[config.mk]
export PLATFORM = sky130hd
export DESIGN_NAME = mem_fill_arbiter_flat
export DESIGN_NICKNAME = d
export VERILOG_FILES = /design/src/rtl/mem_fill_arbiter_if.sv /design/src/rtl/mem_fill_arbiter.sv /design/src/flat_wrapper.sv
export SDC_FILE = /design/constraint.sdc
export NUM_CORES = 1
export LEC_CHECK = 0
export CAP_MARGIN = 25
export CORE_MARGIN = 5
export CORE_UTILIZATION = 35
export CTS_CLUSTER_SIZE = 25
export DETAILED_ROUTE_END_ITERATION = 7
export HOLD_SLACK_MARGIN = 0.03
export PLACE_DENSITY = 0.85
export SLEW_MARGIN = 0
export SYNTH_ARGS = -nofsm -noshare
export SYNTH_HDL_FRONTEND = slang
export SYNTH_SLANG_ARGS = --single-unit
[constraint.sdc]
create_clock -name clk -period 4.5 [get_ports clk]
set_input_delay 0.9 -clock clk [delete_from_list [all_inputs] [get_ports clk]]
set_output_delay 0.9 -clock clk [all_outputs]
set_load 0.005 [all_outputs]
[src/rtl/mem_fill_arbiter_if.sv]
// Cache-side and memory-side signals of the fill arbiter.
// slave is the arbiter view, master is the cache/memory view.
interface mem_fill_arbiter_if #(
  parameter int ADDR_W          = 16,
  parameter int DATA_W          = 16,
  parameter int WORDS_PER_BLOCK = 8
);
  localparam int WB = $clog2(WORDS_PER_BLOCK);

  logic              icache_req;
  logic [ADDR_W-1:0] icache_addr;
  logic              dcache_req;
  logic [ADDR_W-1:0] dcache_addr;
  logic              dcache_wr_req;
  logic [ADDR_W-1:0] dcache_wr_addr;
  logic [DATA_W-1:0] dcache_wr_data;
  logic              mem_en;
  logic              mem_wr;
  logic [ADDR_W-1:0] mem_addr;
  logic [DATA_W-1:0] mem_data_in;
  logic              mem_data_valid;
  logic [DATA_W-1:0] mem_data_out;
  logic [DATA_W-1:0] fill_data;
  logic [WB-1:0]     fill_word;
  logic              icache_fill_we;
  logic              dcache_fill_we;
  logic              icache_fill_done;
  logic              dcache_fill_done;
  logic              dcache_wr_ack;
  logic              icache_fill_busy;
  logic              dcache_fill_busy;

  modport slave (
    input  icache_req, icache_addr,
    input  dcache_req, dcache_addr,
    input  dcache_wr_req, dcache_wr_addr,
    input  dcache_wr_data,
    input  mem_data_valid, mem_data_out,
    output mem_en, mem_wr, mem_addr,
    output mem_data_in,
    output fill_data, fill_word,
    output icache_fill_we, dcache_fill_we,
    output icache_fill_done,
    output dcache_fill_done,
    output dcache_wr_ack,
    output icache_fill_busy,
    output dcache_fill_busy
  );

  modport master (
    output icache_req, icache_addr,
    output dcache_req, dcache_addr,
    output dcache_wr_req, dcache_wr_addr,
    output dcache_wr_data,
    output mem_data_valid, mem_data_out,
    input  mem_en, mem_wr, mem_addr,
    input  mem_data_in,
    input  fill_data, fill_word,
    input  icache_fill_we, dcache_fill_we,
    input  icache_fill_done,
    input  dcache_fill_done,
    input  dcache_wr_ack,
    input  icache_fill_busy,
    input  dcache_fill_busy
  );
endinterface

[src/rtl/mem_fill_arbiter.sv]
// Shares the main-memory port between I-cache fills,
// D-cache fills and D-cache write-through stores.
module mem_fill_arbiter #(
  parameter int ADDR_W          = 16,
  parameter int DATA_W          = 16,
  parameter int WORDS_PER_BLOCK = 8,
  parameter int MEM_LATENCY     = 4
) (
  input  logic              clk,
  input  logic              rst,
  mem_fill_arbiter_if.slave bus
);
  localparam int WB = $clog2(WORDS_PER_BLOCK);
  localparam logic [WB-1:0] LAST =
    WB'(WORDS_PER_BLOCK - 1);
  localparam logic [ADDR_W-1:0] OFF =
    ADDR_W'(2 * WORDS_PER_BLOCK - 1);

  if (WORDS_PER_BLOCK < 2 ||
      (WORDS_PER_BLOCK & (WORDS_PER_BLOCK - 1)) != 0 ||
      MEM_LATENCY < 1 || DATA_W < 1) begin : g_bad_param
    $error("mem_fill_arbiter: bad parameters");
  end

  typedef enum logic [1:0] {
    IDLE, ISSUE, DRAIN, DONE
  } state_t;

  state_t            state, state_n;
  logic              gnt_d, gnt_d_n;
  logic [ADDR_W-1:0] base, base_n;
  logic [WB-1:0]     issue_cnt, issue_n;
  logic [WB-1:0]     rx_cnt, rx_n;
  logic              prefer_i, prefer_n;
  logic              take_wr, take_d, take_i;

  always_ff @(posedge clk) begin
    if (rst) begin
      state     <= IDLE;
      gnt_d     <= 1'b0;
      base      <= '0;
      issue_cnt <= '0;
      rx_cnt    <= '0;
      prefer_i  <= 1'b0;
    end else begin
      state     <= state_n;
      gnt_d     <= gnt_d_n;
      base      <= base_n;
      issue_cnt <= issue_n;
      rx_cnt    <= rx_n;
      prefer_i  <= prefer_n;
    end
  end

  // one-hot IDLE grant: store first, then miss with fairness
  assign take_wr = bus.dcache_wr_req;
  assign take_d  = ~take_wr & bus.dcache_req &
                   ~(bus.icache_req & prefer_i);
  assign take_i  = ~take_wr & bus.icache_req &
                   ~(bus.dcache_req & ~prefer_i);

  always_comb begin
    state_n              = state;
    gnt_d_n              = gnt_d;
    base_n               = base;
    issue_n              = issue_cnt;
    rx_n                 = rx_cnt;
    prefer_n             = prefer_i;
    bus.mem_en           = 1'b0;
    bus.mem_wr           = 1'b0;
    bus.mem_addr         = '0;
    bus.mem_data_in      = '0;
    bus.icache_fill_we   = 1'b0;
    bus.dcache_fill_we   = 1'b0;
    bus.icache_fill_done = 1'b0;
    bus.dcache_fill_done = 1'b0;
    bus.dcache_wr_ack    = 1'b0;
    unique case (state)
      IDLE: begin
        unique case (1'b1)
          take_wr: begin
            bus.mem_en        = 1'b1;
            bus.mem_wr        = 1'b1;
            bus.mem_addr      = bus.dcache_wr_addr;
            bus.mem_data_in   = bus.dcache_wr_data;
            bus.dcache_wr_ack = 1'b1;
            prefer_n          = bus.icache_req;
            state_n           = DONE;
          end
          take_d: begin
            gnt_d_n = 1'b1;
            base_n  = bus.dcache_addr & ~OFF;
            issue_n = '0;
            rx_n    = '0;
            state_n = ISSUE;
          end
          take_i: begin
            gnt_d_n = 1'b0;
            base_n  = bus.icache_addr & ~OFF;
            issue_n = '0;
            rx_n    = '0;
            state_n = ISSUE;
          end
          default: ;
        endcase
      end
      ISSUE: begin
        bus.mem_en   = 1'b1;
        bus.mem_addr = base + (ADDR_W'(issue_cnt) << 1);
        issue_n      = issue_cnt + WB'(1);
        if (issue_cnt == LAST) state_n = DRAIN;
      end
      DRAIN: ;
      DONE:  state_n = IDLE;
    endcase
    // returns may overlap issue; the last one ends the fill
    if ((state == ISSUE || state == DRAIN) &&
        bus.mem_data_valid) begin
      bus.icache_fill_we = ~gnt_d;
      bus.dcache_fill_we = gnt_d;
      rx_n               = rx_cnt + WB'(1);
      if (rx_cnt == LAST) begin
        bus.icache_fill_done = ~gnt_d;
        bus.dcache_fill_done = gnt_d;
        prefer_n = gnt_d & bus.icache_req;
        state_n  = DONE;
      end
    end
  end

  assign bus.fill_data = bus.mem_data_out;
  assign bus.fill_word = rx_cnt;
  assign bus.icache_fill_busy =
    bus.icache_req & ~bus.icache_fill_done;
  assign bus.dcache_fill_busy =
    bus.dcache_req & ~bus.dcache_fill_done;
endmodule
[src/flat_wrapper.sv]
// flat-port wrapper written by rule: the top's interface ports become plain ports
module mem_fill_arbiter_flat 
#(
  parameter int ADDR_W          = 16,
  parameter int DATA_W          = 16,
  parameter int WORDS_PER_BLOCK = 8,
  parameter int MEM_LATENCY     = 4
)
  (clk, rst, bus_icache_req, bus_icache_addr, bus_dcache_req, bus_dcache_addr, bus_dcache_wr_req, bus_dcache_wr_addr, bus_dcache_wr_data, bus_mem_data_valid, bus_mem_data_out, bus_mem_en, bus_mem_wr, bus_mem_addr, bus_mem_data_in, bus_fill_data, bus_fill_word, bus_icache_fill_we, bus_dcache_fill_we, bus_icache_fill_done, bus_dcache_fill_done, bus_dcache_wr_ack, bus_icache_fill_busy, bus_dcache_fill_busy);
  mem_fill_arbiter_if #(.ADDR_W(ADDR_W), .DATA_W(DATA_W), .WORDS_PER_BLOCK(WORDS_PER_BLOCK)) bus_i ();
  input  logic clk;
  input  logic rst;
  input wire logic [$bits(bus_i.icache_req)-1:0] bus_icache_req;
  input wire logic [$bits(bus_i.icache_addr)-1:0] bus_icache_addr;
  input wire logic [$bits(bus_i.dcache_req)-1:0] bus_dcache_req;
  input wire logic [$bits(bus_i.dcache_addr)-1:0] bus_dcache_addr;
  input wire logic [$bits(bus_i.dcache_wr_req)-1:0] bus_dcache_wr_req;
  input wire logic [$bits(bus_i.dcache_wr_addr)-1:0] bus_dcache_wr_addr;
  input wire logic [$bits(bus_i.dcache_wr_data)-1:0] bus_dcache_wr_data;
  input wire logic [$bits(bus_i.mem_data_valid)-1:0] bus_mem_data_valid;
  input wire logic [$bits(bus_i.mem_data_out)-1:0] bus_mem_data_out;
  output wire logic [$bits(bus_i.mem_en)-1:0] bus_mem_en;
  output wire logic [$bits(bus_i.mem_wr)-1:0] bus_mem_wr;
  output wire logic [$bits(bus_i.mem_addr)-1:0] bus_mem_addr;
  output wire logic [$bits(bus_i.mem_data_in)-1:0] bus_mem_data_in;
  output wire logic [$bits(bus_i.fill_data)-1:0] bus_fill_data;
  output wire logic [$bits(bus_i.fill_word)-1:0] bus_fill_word;
  output wire logic [$bits(bus_i.icache_fill_we)-1:0] bus_icache_fill_we;
  output wire logic [$bits(bus_i.dcache_fill_we)-1:0] bus_dcache_fill_we;
  output wire logic [$bits(bus_i.icache_fill_done)-1:0] bus_icache_fill_done;
  output wire logic [$bits(bus_i.dcache_fill_done)-1:0] bus_dcache_fill_done;
  output wire logic [$bits(bus_i.dcache_wr_ack)-1:0] bus_dcache_wr_ack;
  output wire logic [$bits(bus_i.icache_fill_busy)-1:0] bus_icache_fill_busy;
  output wire logic [$bits(bus_i.dcache_fill_busy)-1:0] bus_dcache_fill_busy;
  assign bus_i.icache_req = bus_icache_req;
  assign bus_i.icache_addr = bus_icache_addr;
  assign bus_i.dcache_req = bus_dcache_req;
  assign bus_i.dcache_addr = bus_dcache_addr;
  assign bus_i.dcache_wr_req = bus_dcache_wr_req;
  assign bus_i.dcache_wr_addr = bus_dcache_wr_addr;
  assign bus_i.dcache_wr_data = bus_dcache_wr_data;
  assign bus_i.mem_data_valid = bus_mem_data_valid;
  assign bus_i.mem_data_out = bus_mem_data_out;
  assign bus_mem_en = bus_i.mem_en;
  assign bus_mem_wr = bus_i.mem_wr;
  assign bus_mem_addr = bus_i.mem_addr;
  assign bus_mem_data_in = bus_i.mem_data_in;
  assign bus_fill_data = bus_i.fill_data;
  assign bus_fill_word = bus_i.fill_word;
  assign bus_icache_fill_we = bus_i.icache_fill_we;
  assign bus_dcache_fill_we = bus_i.dcache_fill_we;
  assign bus_icache_fill_done = bus_i.icache_fill_done;
  assign bus_dcache_fill_done = bus_i.dcache_fill_done;
  assign bus_dcache_wr_ack = bus_i.dcache_wr_ack;
  assign bus_icache_fill_busy = bus_i.icache_fill_busy;
  assign bus_dcache_fill_busy = bus_i.dcache_fill_busy;
  mem_fill_arbiter #(.ADDR_W(ADDR_W), .DATA_W(DATA_W), .WORDS_PER_BLOCK(WORDS_PER_BLOCK), .MEM_LATENCY(MEM_LATENCY)) u_core (.clk(clk), .rst(rst), .bus(bus_i));
endmodule
==> run_results.csv <==
group,metric,value,unit
route,top_layer,"met4",
global_route,globalRouteTotalUtil,17.1,%
worst_setup_path,max_stage_delay,510,ps
cells_and_area,area_growth_syn_to_layout,57.3,%
timing,grt_setup_unrepaired,"false",
timing,finalCriticalPeriod,3460,ps
global_route,grt_pass1_vias,1901,
timing,fin_crit_sh,77.0,%
timing,clock_skew,1.37,ps
cells_and_area,layout_common_cells,"clkdlybuf4s50_1, dfxtp_1, and3_1",
worst_setup_path,criticalPathCategory,"input port to primary output",
pwr,powerDensity,283,nW/um2
worst_setup_path,required,3600,ps
worst_setup_path,cp-start-kind,"input port",
timing,hold_slack,519,ps
floorplan,pin_count,146,
route,drc,0,
cts,cts_hold_buf,0,
cts,clkSlewWorstSetupHoldPaths,80,ps
timing,setup_viol,0,
route,vias,1834,
cells_and_area,fin_nets,373,
placed_design,place.port_buffers,105,
timing,slew_viol_final,0,
route,wire_per_inst,16.6,um
logic_synthesis,synth_nets,296,
cts,cts-root-buf,"clkbuf_8",
placed_design,gp_congestion,0.720,
logic_synthesis,synth_adder_area_share,5.18,%
floorplan,die_y,79.5,um
route,drtPass1Iterations,4,
route,met3_length,342,um
logic_synthesis,synthMuxAreaShare,0.592,%
cts,cts_buffer_depth,2,
logic_synthesis,ys_ff_latch,22,
logic_synthesis,synth_top_family_by_area,"compound AO/OA/AOI/OAI gates",
worst_setup_path,reg2regPathDepth,6,
pwr,p_leak,1.01,nW
timing,tns,0,ps
min_path,hold_depth,2,
pwr,peakVddDrop,0.153,mV
worst_setup_path,critPathArrivalTime,2560,ps
logic_synthesis,ys_types,34,
cells_and_area,drive_above_1_share,7.55,%
worst_setup_path,path_max_fanout,15,
cts,tritoncts,"yes",
cells_and_area,multiInputGateArea,993,um2
timing,slew_headroom,35.8,%
global_route,grt_max_degree,36,
cts,cts_setup_buffers,0,
logic_synthesis,synthSimpleGateAreaFrac,18.1,%
cts,cts.sinks,22,
worst_setup_path,critical_path.startpoint,"bus_dcache_wr_req",
floorplan,num_rows,25,
route,via_per_inst,5.52,
global_route,antenna_found_initial,0,
logic_synthesis,synth_warnings,0,
floorplan,dieArea,6320,um2
worst_setup_path,crit_path_top_delay_cell,"clkdlybuf4s50_1",
worst_setup_path,path_common_cell,"clkdlybuf4s50_1",
route,detail-route-antenna-nets,0,
route,drtIter0Drc,79,
logic_synthesis,ys_seq_area_share,26.1,%
min_path,hp-class,"flip-flop to flip-flop",
timing,hold_viol,0,
timing,layout_setup_ws,1040,ps
timing,fmaxAchievable,289,MHz
cts,ctsHtreeMaxLevel,1,
floorplan,start_util,36.0,%
logic_synthesis,syn-cell-area,1690,um2
cells_and_area,final_common_cell,"clkdlybuf4s50_1",
floorplan,die_x,79.5,um
logic_synthesis,synth-xor-area-share,0,%
route,wl_met2,2910,um
cells_and_area,regArea,440,um2
worst_setup_path,critical_path.cell_chain,"clkdlybuf4s50_1, and2_1, buf_12, a22o_1, clkdlybuf4s50_1",
logic_synthesis,synth_compound_area_share,34.9,%
cts,numCtsBuffers,3,
placed_design,preCtsSetupSlack,1040,ps
cts,ctsResizeCount,0,
worst_setup_path,worstReg2RegStart,"u_core.state[1]$_SDFF_PP0_",
global_route,overflow,0,
cells_and_area,fill_cells,442,
cts,clkLatencyLatePin,260,ps
run_status,status,"finished clean",
placed_design,place_hpwl,4220,um
worst_setup_path,critPathCaptureType,"primary output",
logic_synthesis,syn_avg_cell_area,8.33,um2
job,cap_violations,0,
logic_synthesis,synth_cells,203,
global_route,grt_pass1_wl,8850,um
cells_and_area,n_antenna_cell,0,
min_path,hp-start,"u_core.bus.fill_word[2]$_SDFFE_PP0P_",
floorplan,coreArea,4690,um2
route,wl,5530,um
route,wl_met1,2190,um
timing,worst_pin_slew,961,ps
## worst max-delay path: cells and delay by family
| family | cells | cell delay (ps) |
|---|---|---|
| compound gates | 1 | 160 |
| buf+inv | 3 | 1170 |
| simple gates | 1 | 330 |
## cells by family (layout without fill, tap and decap cells)
group | Yosys count | after routing
and+or+nand+nor | 54 | 54
muxes | 1 | 1
buffers and inverters | 43 | 118
DFF | 22 | 22
AOI/OAI and AO/OA | 76 | 76
adders and majority gates | 7 | 7
## registers in the layout, indices dropped and copies added (netlist names)
register              flops
u_core.base              12
u_core.bus.fill_word      3
u_core.issue_cnt          3
u_core.state              2
u_core.gnt_d              1
u_core.prefer_i           1
## power breakdown
part	internal, mW	total [mW]	switching (mW)
clock	0.0597	0.121	0.0609
sequential	0.220	0.240	0.0199
combinational	0.215	0.391	0.176
## metal layers
| metal | global-route usage, % | vias up |
|---|---|---|
| li1 | - | 894 |
| met1 | 19.6 | 869 |
| met2 | 30.9 | 63 |
| met3 | 4.63 | 8 |
| met4 | 4.98 | 0 |
| met5 | 0 | - |
## final timing paths
path	end	slack, ps
setup / recovery	bus_mem_addr[4]	1040
hold / removal	u_core.bus.fill_word[2]$_SDFFE_PP0P_	520
setup reg to reg	u_core.state[1]$_SDFF_PP0_	2570
hold reg to reg	u_core.bus.fill_word[2]$_SDFFE_PP0P_	520
## cells in the mapped netlist
library cell  number  share of area [%]
dfxtp_1           22                 26
buf_4             21                9.3
and3_1            17                6.3
nand3_1           16                4.7
a22o_1            15                7.8
a21oi_1           13                3.8
o21ai_0           12                3.6
o211ai_1          10                4.4
clkbuf_1           8                1.8
a311oi_1           7                3.6
buf_2              7                2.1
ha_1               7                5.2
a21oi_2            6                3.1
a311oi_2           6                5.3
nor2_1             6                1.3
inv_1              5                1.1
nand2b_1           3                1.1
nor2b_1            3                1.1
a31oi_1            2               0.74
and2b_1            2               0.89
or2_1              2               0.74
a41oi_1            1               0.52
and2_1             1               0.37
buf_6              1               0.67
inv_2              1               0.22
mux2i_1            1               0.59
nand2_1            1               0.22
nand3b_1           1               0.44
o21ai_1            1               0.30
o21ba_1            1               0.59
o21bai_2           1               0.67
o31ai_1            1               0.44
or3_1              1               0.37
or4_1              1               0.44
## through the flow
step	power, mW	area (um2)	utilization [%]	cells
4_1_cts	0.755	2650	56.5	331
6_report	0.752	2660	56.7	332
3_5_place_dp	0.635	2610	55.6	328
2_1_floorplan	0.458	1690	-	203
5_1_grt	0.800	2660	56.7	332
3_3_place_gp	0.625	2610	55.6	328
## area by class of cell
cell class	count	area share, %
Multi-Input combinational cell	138	37.4
Sequential cell	22	16.6
Timing Repair Buffer	109	41.1
Clock buffer	3	1.55
Tap cell	54	2.54
Inverter	6	0.847
Note: power is estimated with default switching activity, not from simulation.
==> RTL change 1: new RTL, config.mk and constraints unchanged <==
The 4 states of `state_t` get a one-hot encoding in 4 bits.
--- a/src/rtl/mem_fill_arbiter.sv
+++ b/src/rtl/mem_fill_arbiter.sv
@@ -24,4 +24,4 @@
 
-  typedef enum logic [1:0] {
-    IDLE, ISSUE, DRAIN, DONE
+  typedef enum logic [3:0] {
+    IDLE = 4'b0001, ISSUE = 4'b0010, DRAIN = 4'b0100, DONE = 4'b1000
   } state_t;
Check against the original RTL: no difference found for any inputs over 10 cycles, from zero or initial values and one cycle with rst high; not proved beyond that.
==> RTL change 1 against the unedited design <==
- final area grew 4.4%
- final cell count grew 6.0%
- total power shrank 18%
- die area rose by 7.0%
- area after synthesis grew 8.1%
- setup slack got worse by 0.33 ns
- clock skew rose by 0.0035 ns
- largest power group is now sequential cells
- sequential cell count increased by 2
- routed wire length fell by 0.20%
- register-to-register slack improved by 0.05 ns
- largest cell class is now multi-input gates
==> RTL change 1: results (changes against the unedited design) <==
Finish
The number of inverters outside the clock class in the layout is 0 (-6). The combined area of the multi-input logic cells came to 1090 µm² (+9.3%). In the final layout, the registers with the most flip-flops are u_core.base x12, u_core.state x4. The fill cell instance count of the final layout is 491 (+11%).

The final core area utilization is 54.7% (-2.0 points). The final net count is 374 (+0.27%). The number of combinational gates with multiple inputs is 146 (+5.8%).

The non-clock buffering overhead in the final layout came to 38.9% (-2.2 points). The proportion of cell area spent on the clock network came to 1.49% (-0.066 points). The sequential fraction of total cell area is 17.3% (+0.74 points). The layout cell share with drive strength beyond 1 is 8.16% (+0.60 points).

GRT
The met2 demand-to-capacity share in global routing is 27.7% (-3.2 points). The global-route met3 utilization was 4.23% (-0.40 points). The met1 capacity usage during global routing came to 19.5% (-0.14 points). The pin count of the biggest net entering global routing is 33 (-8.3%). The via count of the first global-routing pass was 1802 (-5.2%). The global-route usage over all layers came to 15.8% (-1.3 points). The global-route wire length before repair is 8.54 mm (-3.4%).

Die
The tap cell count is 70 (+30%).

Worst hold path
The startpoint identified for the worst hold timing path is u_core.bus.fill_word[1]. The worst hold path terminates at u_core.bus.fill_word[1].

Detailed routing
The total routed wirelength is 5.52 mm (-0.20%). The met1 routed wirelength after detailed routing is 2.29 mm (+4.4%). The via count is 1880 (+2.5%). The number of vias per cell is 5.34 (-3.3%).

The initial DRC count is 47 (-41%).

Synth
The count of mapped cells out of synthesis is 210 (+3.4%). The synthesized-area fraction occupied by adder cells was 2.74% (-2.4 points). Ranked by total cell area, the synthesized netlist is headed by dfxtp_1, buf_4, a22o_1.

The count of state elements after synthesis was 24 (+9.1%). The number of warnings issued by yosys is 0 (unchanged). The commonest cells after synthesis are dfxtp_1, a21oi_1, buf_4. The synthesized netlist net count is 300 (+1.4%). The share of the synthesized netlist area taken by xor and xnor gates was 0.959% (+0.96 points).

The top-area cell type share of the netlist area is 26.3% (+0.25 points). The post-synthesis mux area share was 0% (-0.59 points). The compound-cell area share of the yosys netlist is 28.9% (-6.0 points).

Critical path
In this run the critical register-to-register path is captured at u_core.prefer_i. The length in cells of the worst reg-to-reg path came to 5 (-1). The arrival time reported for the critical path endpoint is 2.89 ns (+0.33 ns). The cell with the largest stage delay on the worst path is nor4bb_1.

The critical path's largest stage delay is 0.67 ns (+0.16 ns). The maximum fanout encountered on the critical timing path came to 5 (-10). The setup slack on the worst flop-to-flop path is 2.62 ns (+0.05 ns).

Run status
The run finished with clean final reports.

STA
The measured slew at the worst slew-check pin is 0.747 ns (-0.213 ns). The minimum hold slack is 0.505 ns (-0.0144 ns).

Placed design
The setup slack at placement is 0.777 ns (-0.267 ns). The number of cells after detailed placement came to 349 (+6.4%).

Power
The total power after layout was 0.000615 W (-18%). The switching share of power is 29.7% (-4.5 points). The combinational group power came to 0.000243 W (-38%).

The relative contribution of the clock network to total power is 20.1% (+4.1 points).
==> RTL change 1: cell count changes after synthesis, sizes merged, moves of 4 or more <==
cell	delta
nor4b	+4
nand3	-14
inv	-6
or3b	+13
o211ai	-7
clkbuf	+4
==> RTL change 1: how the worst max path moves through the flow <==
stage / from / end / slack [ns] / cells past startpoint
finish: bus_mem_data_valid / bus_icache_fill_done / 0.71 / 5
global route: bus_mem_data_valid / bus_icache_fill_busy / 0.55 / 5
CTS: bus_mem_data_valid / bus_icache_fill_done / 0.75 / 5
detailed placement: bus_mem_data_valid / bus_icache_fill_done / 0.78 / 5
global placement: bus_mem_data_valid / bus_icache_fill_busy / 0.77 / 5
floorplan: bus_mem_data_valid / bus_icache_fill_busy / 1.92 / 3
==> RTL change 1: kinds of logic after synthesis <==
family          Yosys count
simple gates             65
buf+inv                  40
flops                    24
xor+xnor                  2
fa+ha+maj                 4
compound gates           75
==> RTL change 2: new RTL, config.mk and constraints unchanged <==
Made on the original files. `WORDS_PER_BLOCK` is set to 8 in 3 places; all go to 16.
--- a/src/rtl/mem_fill_arbiter_if.sv
+++ b/src/rtl/mem_fill_arbiter_if.sv
@@ -5,3 +5,3 @@
   parameter int DATA_W          = 16,
-  parameter int WORDS_PER_BLOCK = 8
+  parameter int WORDS_PER_BLOCK = 16
 );
--- a/src/rtl/mem_fill_arbiter.sv
+++ b/src/rtl/mem_fill_arbiter.sv
@@ -5,3 +5,3 @@
   parameter int DATA_W          = 16,
-  parameter int WORDS_PER_BLOCK = 8,
+  parameter int WORDS_PER_BLOCK = 16,
   parameter int MEM_LATENCY     = 4
--- a/src/flat_wrapper.sv
+++ b/src/flat_wrapper.sv
@@ -5,3 +5,3 @@
   parameter int DATA_W          = 16,
-  parameter int WORDS_PER_BLOCK = 8,
+  parameter int WORDS_PER_BLOCK = 16,
   parameter int MEM_LATENCY     = 4
Interface: changed (resized bus_fill_word); port bits go from 146 to 147. The function was not compared with the original's and may differ.
==> RTL change 2 against the unedited design <==
- register-to-register slack got worse by 0.51 ns
- maximum frequency is 5.1% lower
- combinational power grew 6.6%
- setup slack worse by 0.19 ns
- routed wire length up 4.7%
- clock power up 7%
- final cell count rose by 7.8%
- hold slack better by 0.0032 ns
- sequential share of layout area increased by 0.69 points
- sequential cell count increased by 1
- final area rose by 0.38%
- clock skew is 0.0019 ns higher
- total power increased by 6.2%
- area after synthesis is 1.2% higher
- critical path type unchanged
==> RTL change 2: results (changes against the unedited design) <==
Placed design
The placer congestion estimate is 0.761 (+5.8%). The sum of net half-perimeters after detailed placement was 4.23 mm (+0.27%). The number of port buffers is 104 (-0.95%). The placement-stage cell area is 2620 µm² (+0.53%).

Critical path
The critical register-to-register path endpoint is u_core.base[14]. The arrival time reported for the critical path endpoint is 2.75 ns (+0.19 ns). The reg-to-reg critical path startpoint is u_core.state[0]. The setup slack on the worst flop-to-flop path is 2.06 ns (-0.51 ns).

The maximum fanout encountered on the critical timing path came to 23 (+8). The worst setup path endpoint is bus_mem_addr[5].

GRT
The pin count of the biggest net entering global routing is 38 (+5.6%). The global-route wire length before repair is 9.36 mm (+5.8%). The global-route usage over all layers is 17.9% (+0.71 points).

Power
The worst voltage drop across the vdd grid is 0.169 mV (+10%). The static leakage is 0.964 nW (-4.2%).

Synth
The sequential-to-total area share from yosys stat is 26.9% (+0.87 points). The post-synthesis async set-or-reset flop share came to 0% (unchanged). The number of library cell types mapped by synthesis is 36 (+5.9%). After synthesis, the cell types taking the most area are dfxtp_1, buf_4, a22o_1. The synthesized netlist net count is 309 (+4.4%).

STA
The setup clock skew after layout came to 0.00326 ns (+0.00189 ns). The final number of hold-violating endpoints is 0 (unchanged).

Detailed routing
The detailed-routed wire length on met3 is 385 µm (+13%). The initial DRC count is 192 (+140%). The met2 wire length was 3.03 mm (+4.4%). The via count came to 1978 (+7.9%).

The total routed wirelength is 5.78 mm (+4.7%). The met1 routed wirelength after detailed routing is 2.33 mm (+6.2%).

Run status
The run finished with clean final reports.

Finish
The fill cell instance count of the final layout is 437 (-1.1%). The flip-flop count of the largest register, all copies and words added is 11 (-1). The final net count is 383 (+2.7%). The area growth from synthesis to layout is 56.0%. The layout cell share with drive strength beyond 1 is 3.09% (-4.5 points).

Worst hold path
The worst hold path startpoint is u_core.state[1].
==> RTL change 2: cell types whose count changed in the layout (fill, tap and decap cells not counted), sizes merged, moves of 3 or more <==
cell	before	now
a31oi	2	7
nand2	1	6
a211o	0	3
o21a	0	3
==> RTL change 2: where the power goes <==
group / leakage, nW / internal (W) / switching [W]
clock network: 0.0228 / 0.0000633 / 0.0000662
registers: 0.188 / 0.000231 / 0.0000218
logic: 0.753 / 0.000220 / 0.000196
total: 0.964 / 0.000515 / 0.000284
==> RTL change 2: final cells by class <==
cell class	instances	area share, %
inverters	7	0.985
well taps	67	3.14
repair buffers	106	39.6
clock buffers	4	1.69
flip-flops and latches	23	17.3
multi-input cells	151	37.4
==> RTL change 2: through the flow <==
| stage | worst slack (ns) | hold slack [ns] | cells |
|---|---|---|---|
| floorplan | 1.93 | 0.478 | 218 |
| global placement | 0.870 | 0.498 | 354 |
| detailed placement | 0.852 | 0.509 | 354 |
| CTS | 0.853 | 0.520 | 358 |
| global route | 0.681 | 0.551 | 358 |
| finish | 0.849 | 0.522 | 358 |
==> RTL change 2: worst min-delay path by stage <==
stage          slack (ns)  cells after the start               to
5_1_grt              0.55                      2  u_core.base[10]
4_1_cts              0.52                      2  u_core.state[1]
3_3_place_gp         0.50                      2  u_core.state[1]
3_5_place_dp         0.51                      2  u_core.state[1]
6_report             0.52                      2  u_core.state[1]
2_1_floorplan        0.48                      2  u_core.state[1]
==> RTL change 2: logic make-up after synthesis <==
kind of cell,count (synthesis),synth area share [%]
adder cells (fa/ha/maj),5,3.66
AND/OR/NAND/NOR,62,19.7
flip-flops,23,26.9
buffers and inverters,44,14.8
AO/OA/AOI/OAI,84,35.0
==> RTL change 2: worst register-to-register path, delay by kind of cell, from the launching register on <==
family                     cells  cell delay [ns]
and+or+nand+nor                1             0.77
AOI/OAI and AO/OA              1             0.20
buffers and inverters          3             0.78
adders and majority gates      1             0.17
DFF                            1             0.34
==> RTL change 2: metal layers <==
layer / track usage, % / vias up
met5: 0 / -
met1: 20.8 / 939
met3: 3.84 / 5
met2: 33.1 / 72
met4: 3.72 / 0
li1: - / 962
